## src/rtl/mux16_arbiter_pkg.sv

```systemverilog
// Shared constants and types for the 16-way round-robin mux arbiter.
package mux_arb_pkg;
  localparam int N_REQ = 16;
  localparam int SEL_W = 4;

  typedef enum logic {IDLE = 1'b0, GRANT = 1'b1} state_e;

  function automatic logic [N_REQ-1:0] onehot(input logic [SEL_W-1:0] idx);
    return {{(N_REQ-1){1'b0}}, 1'b1} << idx;
  endfunction
endpackage

```

## src/rtl/mux16_arbiter_if.sv

```systemverilog
// Request/grant bundle between the requesters and the arbiter.
interface mux16_arbiter_if;
  import mux_arb_pkg::*;
  logic [N_REQ-1:0] req;
  logic             done;
  logic [N_REQ-1:0] gnt;
  logic [SEL_W-1:0] sel;
  logic             busy;
  logic             timeout;

  modport master (output req, done, input gnt, sel, busy, timeout);
  modport slave  (input req, done, output gnt, sel, busy, timeout);
endinterface

```

## src/rtl/mux16_arbiter_rr_pick16.sv

```systemverilog
// Combinational round-robin picker: first unmasked request at or after ptr, wrapping.
module rr_pick16
  import mux_arb_pkg::*;
(
  input  logic [N_REQ-1:0] req_i,
  input  logic [SEL_W-1:0] ptr_i,
  input  logic [N_REQ-1:0] excl_i,
  output logic             found_o,
  output logic [SEL_W-1:0] idx_o
);
  logic [N_REQ-1:0] m;
  logic [N_REQ-1:0] rot;
  logic [SEL_W-1:0] off;

  assign m = req_i & ~excl_i;

  // rot[i] is the request sitting i positions after ptr
  for (genvar i = 0; i < N_REQ; i++) begin : g_rot
    logic [SEL_W-1:0] pos;
    assign pos    = ptr_i + SEL_W'(i);
    assign rot[i] = m[pos];
  end

  always_comb begin
    off = '0;
    for (int i = N_REQ-1; i >= 0; i--)
      if (rot[i]) off = SEL_W'(i);
  end

  assign found_o = |rot;
  assign idx_o   = ptr_i + off;
endmodule

```

## src/rtl/mux16_arbiter.sv

```systemverilog
// Round-robin owner arbiter for a shared 16:1 mux with a bounded hold time.
module mux16_arbiter
  import mux_arb_pkg::*;
#(
  parameter int MAX_HOLD = 8
) (
  input logic            clk,
  input logic            reset,
  mux16_arbiter_if.slave bus
);
  localparam logic [7:0] HOLD_LAST = 8'(MAX_HOLD - 1);

  state_e           state_q;
  logic [N_REQ-1:0] gnt_q;
  logic [SEL_W-1:0] sel_q, ptr_q;
  logic             busy_q, timeout_q;
  logic [7:0]       cnt_q;

  logic             in_grant, expire, owner_req, rel;
  logic [SEL_W-1:0] pick_ptr, idx;
  logic [N_REQ-1:0] pick_excl;
  logic             found;

  assign in_grant  = (state_q == GRANT);
  assign expire    = (cnt_q == HOLD_LAST);
  assign owner_req = bus.req[sel_q];
  assign rel       = in_grant & (bus.done | ~owner_req | expire);

  // On release the search starts just past the owner, which is masked out
  assign pick_ptr  = in_grant ? sel_q + SEL_W'(1) : ptr_q;
  assign pick_excl = in_grant ? onehot(sel_q) : '0;

  rr_pick16 u_pick (
    .req_i  (bus.req),
    .ptr_i  (pick_ptr),
    .excl_i (pick_excl),
    .found_o(found),
    .idx_o  (idx)
  );

  always_ff @(posedge clk or negedge reset) begin
    if (!reset) begin
      state_q   <= IDLE;
      gnt_q     <= '0;
      sel_q     <= '0;
      ptr_q     <= '0;
      busy_q    <= 1'b0;
      timeout_q <= 1'b0;
      cnt_q     <= '0;
    end else begin
      timeout_q <= 1'b0;
      case (state_q)
        IDLE: begin
          if (found) begin
            state_q <= GRANT;
            gnt_q   <= onehot(idx);
            sel_q   <= idx;
            busy_q  <= 1'b1;
            cnt_q   <= '0;
          end
        end
        GRANT: begin
          if (rel) begin
            ptr_q     <= sel_q + SEL_W'(1);
            // Only a pure expiry counts as a timeout
            timeout_q <= expire & ~bus.done & owner_req;
            cnt_q     <= '0;
            if (found) begin
              gnt_q <= onehot(idx);
              sel_q <= idx;
            end else begin
              state_q <= IDLE;
              gnt_q   <= '0;
              busy_q  <= 1'b0;
            end
          end else begin
            cnt_q <= cnt_q + 8'd1;
          end
        end
        default: state_q <= IDLE;
      endcase
    end
  end

  assign bus.gnt     = gnt_q;
  assign bus.sel     = sel_q;
  assign bus.busy    = busy_q;
  assign bus.timeout = timeout_q;
endmodule

```

## src/flat_wrapper.sv

```systemverilog
// flat-port wrapper written by rule: the top's interface ports become plain ports
module mux16_arbiter_flat import mux_arb_pkg::*;
#(
  parameter int MAX_HOLD = 8
)
  (clk, reset, bus_req, bus_done, bus_gnt, bus_sel, bus_busy, bus_timeout);
  mux16_arbiter_if bus_i ();
  input logic clk;
  input logic reset;
  input wire logic [$bits(bus_i.req)-1:0] bus_req;
  input wire logic [$bits(bus_i.done)-1:0] bus_done;
  output wire logic [$bits(bus_i.gnt)-1:0] bus_gnt;
  output wire logic [$bits(bus_i.sel)-1:0] bus_sel;
  output wire logic [$bits(bus_i.busy)-1:0] bus_busy;
  output wire logic [$bits(bus_i.timeout)-1:0] bus_timeout;
  assign bus_i.req = bus_req;
  assign bus_i.done = bus_done;
  assign bus_gnt = bus_i.gnt;
  assign bus_sel = bus_i.sel;
  assign bus_busy = bus_i.busy;
  assign bus_timeout = bus_i.timeout;
  mux16_arbiter #(.MAX_HOLD(MAX_HOLD)) u_core (.clk(clk), .reset(reset), .bus(bus_i));
endmodule
```

## config.mk

```make
export PLATFORM = sky130hd
export DESIGN_NAME = mux16_arbiter_flat
export DESIGN_NICKNAME = d
export VERILOG_FILES = /design/src/rtl/mux16_arbiter_pkg.sv /design/src/rtl/mux16_arbiter_if.sv /design/src/rtl/mux16_arbiter_rr_pick16.sv /design/src/rtl/mux16_arbiter.sv /design/src/flat_wrapper.sv
export SDC_FILE = /design/constraint.sdc
export NUM_CORES = 1
export LEC_CHECK = 0
export ABC_CLOCK_PERIOD_IN_PS = 4700
export BUFFER_PORTS_ARGS = -buffer_cell sky130_fd_sc_hd__buf_2
export CORE_UTILIZATION = 54
export CTS_BUF_LIST = sky130_fd_sc_hd__clkbuf_16
export DETAILED_ROUTE_END_ITERATION = 6
export PLACE_DENSITY = 0.87
export SYNTH_ARGS = -nofsm -noshare
export SYNTH_HDL_FRONTEND = slang
export SYNTH_SLANG_ARGS = --single-unit
```

## constraint.sdc

```tcl
create_clock -name clk -period 4.7 [get_ports clk]
set_input_delay 0.94 -clock clk [delete_from_list [all_inputs] [get_ports clk]]
set_output_delay 0.94 -clock clk [all_outputs]
set_load 0.01 [all_outputs]
```

# == After elaboration in Yosys (flattened, before gate mapping) ==
# Cells that the tools add are included.
# classes
eq_ne,4
magnitude_cmp,17
reduce_logical,4
mux,71
n_addsub,18
bitwise,10
n_shift,2
# op_table
op,n
"< comparator 4 x 5 -> 1 bit, second input constant",17
two-way mux 4 bit,19
binary-select mux 1 bit (select 4 bit),17
two-way mux 16 bit,4
"adder 4 bit, second input constant",8
case mux 16 bit (2 select lines),1
"left shift 1 x 4 -> 16 bit, first input constant",2
two-way mux 1 bit,24
"adder 4 x 3 -> 4 bit, second input constant",4
bitwise AND 16 bit,1
two-way mux 8 bit,2
NOT 16 bit,1
case mux 8 bit (2 select lines),1
OR reduction 16 bit,1
"adder 4 x 1 -> 4 bit, second input constant",2
"adder 4 x 2 -> 4 bit, second input constant",2
"adder 8 x 1 -> 8 bit, second input constant",1
"== test 8 x 3 -> 1 bit, second input constant",1
case mux 4 bit (2 select lines),1
adder 4 bit,1
"!= test 2 bit, second input constant",2
case mux 1 bit (2 select lines),2
AND reduction 2 bit,2
bitwise AND 1 bit,3
4 further kinds,7
# word_totals
in_bits,19
register_bits,35
wordCells,133
output_inout_bits,22

# == Longest topological paths before layout ==
# depth
depth_word,27
depth_mapped,24
depth_no_buf,20

# == Cells and area by module ==
# A second synthesis with hierarchy kept.
# hier_totals
hier_cells,383
hier_area_um2,3891.2
# by_module_without_submodules
module,cells_per_inst,n_inst,area_each_um2,seq_area_each_um2
mux16_arbiter,201,1,2043.2,875.8
rr_pick16,182,1,1848.0,0.0

# == Least setup slack after synthesis ==
# No wires, ideal clock.
# synth_timing
path_type,register to register
from,reg u_core.sel_q[0] (netlist: u_core.bus.sel[0])
to,reg u_core.gnt_q[13] (netlist: u_core.bus.gnt[13])
path_buffers,2
t_arrival_ns,5.156
path_slack_ns,-0.543
required_ns,4.613
setup_time_ns,0.087
path_stages_with_launch,22
period_less_slack_ns,5.243
path_cell_list,dfrtp_1 buf_6 inv_1 ha_1 mux2i_4 ha_1 inv_1 clkbuf_1 mux4_2 mux2i_1 mux2_2 a21oi_1 a211oi_1 or4_1 a31oi_1 ha_1 a21o_1 a21oi_1 xnor2_1 nor3_1 nand4_1 o211ai_1
# synth_via
elab_chain_cells,27
elab_cells_between_ends,85
cone_classes,add/sub: 17; eq/ne: 2; shift: 2; mux: 56; bitwise: 6; reduce/logical: 2
# synth_lines
item,line_no,text
"start, declared",mux16_arbiter.sv:15,"logic [SEL_W-1:0] sel_q, ptr_q;"
"start signal, assigned",mux16_arbiter.sv:57,sel_q <= idx;
"start signal, assigned",mux16_arbiter.sv:70,sel_q <= idx;
branches (longest 27 deep; another with adder 4 x 1 -> 4 bit),-,
"end signal, assigned",mux16_arbiter.sv:56,gnt_q <= onehot(idx);
"end signal, assigned",mux16_arbiter.sv:69,gnt_q <= onehot(idx);
"end, declared",mux16_arbiter.sv:14,logic [N_REQ-1:0] gnt_q;
# Several ways; the timed one is not identified. The select of a mux whose other input is x is not followed.
# A chain may end at the register's enable or synchronous reset.

# == Final worst setup path ==
# layout_timing
from,reg u_core.sel_q[0] (netlist: u_core.bus.sel[0])
to,reg u_core.gnt_q[12] (netlist: u_core.bus.gnt[12])
# Same word-level chain as after synthesis.

==> impl_metrics.json <==
{
  "tns_ps": -1988,
  "grt_start_max_net_pins": 36,
  "dieArea_sq_um": 7298,
  "utilization_pct": 73.15,
  "path_max_fanout": 10,
  "grt_pass1_vias": 3599,
  "globalplace.congestion": 0.9678,
  "synth_ff_type": "dfrtp_1",
  "fmax_ghz": 0.2029,
  "num_vias": 4147,
  "ys_seq_elements": 35,
  "clkLatencyLatePin_ps": 280,
  "cp-end-kind": "register",
  "clk_pin_slew_ps": 50,
  "die_width_um": 85.43,
  "ios": 41,
  "grtUsageTotal_pct": 30.79,
  "cts_htree_levels": 2,
  "drtIter0Drc": 618,
  "cp.arrival_ps": 5100,
  "antenna_cells": 0,
  "grt_pass1_wl_mm": 17.77,
  "synth_area_sq_um": 3759,
  "fillers": 398,
  "row_count": 30,
  "cts_tree": "done",
  "path_cells": "buf_8, ha_1, nand2b_1, o21ai_1, o21ai_0, mux2i_2, mux4_2, nand2b_1, a211oi_2, or4_4, a31oi_4, ha_1, a21o_1, a21oi_4, xnor2_4, nor3_4, buf_4, nand3_1, o211ai_1",
  "wire_per_inst_um": 25.00,
  "firstDrtPassIters": 7,
  "maxSlewViolCount": 0,
  "slowest_stage": "or4_4",
  "synthArstFlopShare_pct": 100.0,
  "path_depth": 19,
  "setup_ws_ps": -229.0,
  "reg2reg_depth": 19,
  "cts_buffers": 5,
  "die_y_um": 85.43,
  "setup_viol": 16,
  "holdPathStages": 1,
  "wl_mm": 13.85,
  "antenna_found_initial": 0,
  "crit_type": "reg -> reg",
  "synth_top_area_share_pct": 23.30,
  "skew_ps": 4.024,
  "postSynthAreaPerCell_sq_um": 9.491,
  "max_stage_delay_ps": 540,
  "viasPerCell": 7.486,
  "cts_sinks": 35,
  "io_buffers": 40,
  "grt_overflow": 0,
  "yosysWarningCount": 0,
  "initial_utilization_pct": 55.63,
  "post-route-min-period_ps": 4929,
  "synthCells": 396,
  "fin_crit_sh_pct": 104.9,
  "synth.area.top_cells": "dfrtp_1 (23%), mux4_2 (12%), mux2i_1 (6.7%), ha_1 (5.7%), o21ai_0 (4.4%)",
  "critPathRequiredTime_ps": 4870,
  "drive_above_1_share_pct": 43.88,
  "synth_nets": 433,
  "synth-edff-count": 0,
  "final_antenna_net_count": 0,
  "cts_buffer_depth": 2,
  "core_sq_um": 6756,
  "nets": 510,
  "violations": "DRC, setup timing",
  "critPathTopFamily": "compound AO/OA/AOI/OAI gates",
  "hold_viol_final": 0,
  "worstHoldPathType": "reg -> reg",
  "ys_types": 58,
  "critPathLaunchType": "register",
  "area_growth_pct": 31.49,
  "ys_seq_area_share_pct": 23.30,
  "drc": 8,
  "synth.largest_area_cell": "dfrtp_1",
  "tightestPinTransition_ps": 1315,
  "critical_path_buf_inv_count": 2,
  "max_cap_violations": 0,
  "status": "finished with violations",
  "slew-limit-headroom_pct": 12.04,
  "cts-root-buf": "clkbuf_16",
  "dp_hpwl_mm": 7.769
}
logic make-up (layout without fill, tap and decap cells):
family                   after synthesis  after routing  share of synthesized area (%)
AND/OR/NAND/NOR                      133            134                          17.68
flip-flops                            35             35                          23.30
adder cells (fa/ha/maj)               18             18                          6.192
buffers and inverters                 34            111                          5.426
AO/OA/AOI/OAI                        101            101                          19.94
XOR/XNOR                              16             16                          4.128
multiplexers                          59             59                          23.34
cells in the final DEF (no fill, tap or decap), types with 8 or more instances in the layout:
| cell type | count |
|---|---|
| o21ai_0 | 24 |
| mux2i_1 | 19 |
| nor3_1 | 11 |
| o211ai_1 | 19 |
| mux4_2 | 20 |
| nand2b_1 | 10 |
| nand2_1 | 38 |
| dfrtp_1 | 32 |
| nand3_1 | 24 |
| o21ai_1 | 8 |
| nor2_1 | 9 |
| buf_4 | 49 |
| buf_2 | 40 |
| nand4_1 | 8 |
worst reg2reg max path: stages (launching register included):
cell	delay (ps)
dfrtp_2	470
buf_8	170
ha_1	230
nand2b_1	140
o21ai_1	150
o21ai_0	390
mux2i_2	160
mux4_2	510
nand2b_1	130
a211oi_2	80
or4_4	540
a31oi_4	140
ha_1	260
a21o_1	240
a21oi_4	290
xnor2_4	160
nor3_4	220
buf_4	200
nand3_1	120
o211ai_1	210
synth_stat cells (2+ instances only):
cell       instances
buf_6              4
a31oi_1            3
nor3_1            16
inv_1              8
o2111ai_1          7
o31ai_1            2
a2111oi_4          3
ha_1              17
mux4_2            20
a21oi_1            6
a21o_1             4
buf_4              2
clkbuf_1           9
nand2b_1          12
buf_2              7
mux2i_1           25
mux2_2            11
nand3_1           25
or3_1              7
nand4_1            8
or4_1              2
nand2_1           39
o21ai_0           33
and3_1             3
and2_1             2
o21ai_1            4
xnor2_1           12
o211ai_1          19
xor2_1             2
o211a_1            7
nor2_1            10
xnor2_2            2
mux2_4             2
nor2b_1            5
dfrtp_1           35
worst paths after layout:
check | startpoint | to | slack, ps
worst min register to register | u_core.cnt_q[5] | u_core.cnt_q[5] | 500
worst max-delay path | u_core.bus.sel[0] | u_core.bus.gnt[12] | -230
worst max register to register | u_core.bus.sel[0] | u_core.bus.gnt[12] | -230
worst min-delay path | u_core.cnt_q[5] | u_core.cnt_q[5] | 500
max in group asynchronous | reset | u_core.bus.sel[1] | 3400
min in group asynchronous | reset | u_core.cnt_q[5] | 740
per-stage QoR:
stage	worst slack [ps]	area, sq um	hold WS [ps]	instances
global route	-347.9	4942	519.7	554
CTS	9.897	4422	484.9	530
finish	-229.0	4942	496.0	554
detailed placement	-94.47	4189	473.8	518
floorplan	1.311	3874	450.8	396
global placement	98.35	4189	464.3	518
registers in the layout, indices dropped and copies added, names as in the netlist:
register,cells
u_core.cnt_q,8
u_core.bus.timeout,1
u_core.bus.gnt,16
u_core.bus.sel,4
u_core.ptr_q,4
u_core.bus.busy,1
u_core.in_grant,1
area by class of cell:
type	instances	area [sq um]	share of cell area, %
multi-input cells	328	3138	63.49
clock inverters	3	11.26	0.2278
clock buffers	5	125.1	2.532
inverters	9	51.30	1.038
repair buffers	94	636.9	12.89
well taps	80	100.1	2.025
flip-flops and latches	35	879.6	17.80
timing repair:
item / in CTS / in global routing
buffers inserted: 4 / 24
cloned: 0 / 1
pin swaps: 3 / 23
endpoints found under the setup margin: 16 / 17
resized for setup: 11 / 74
hold endpoints to repair: 0 / 0
hold buffers: 0 / 0
layer usage:
metal | up-vias | wire (um) | GRT usage, %
met4 | 0 | 892 | 12.73
met5 | - | 0 | 0
li1 | 1676 | - | -
met2 | 378 | 6395 | 51.42
met3 | 122 | 1460 | 5.350
met1 | 1971 | 5103 | 39.61
Power is left out: the tool's default activity adds up to more than one toggle a clock period on the data nets, which glitch-free logic cannot reach.
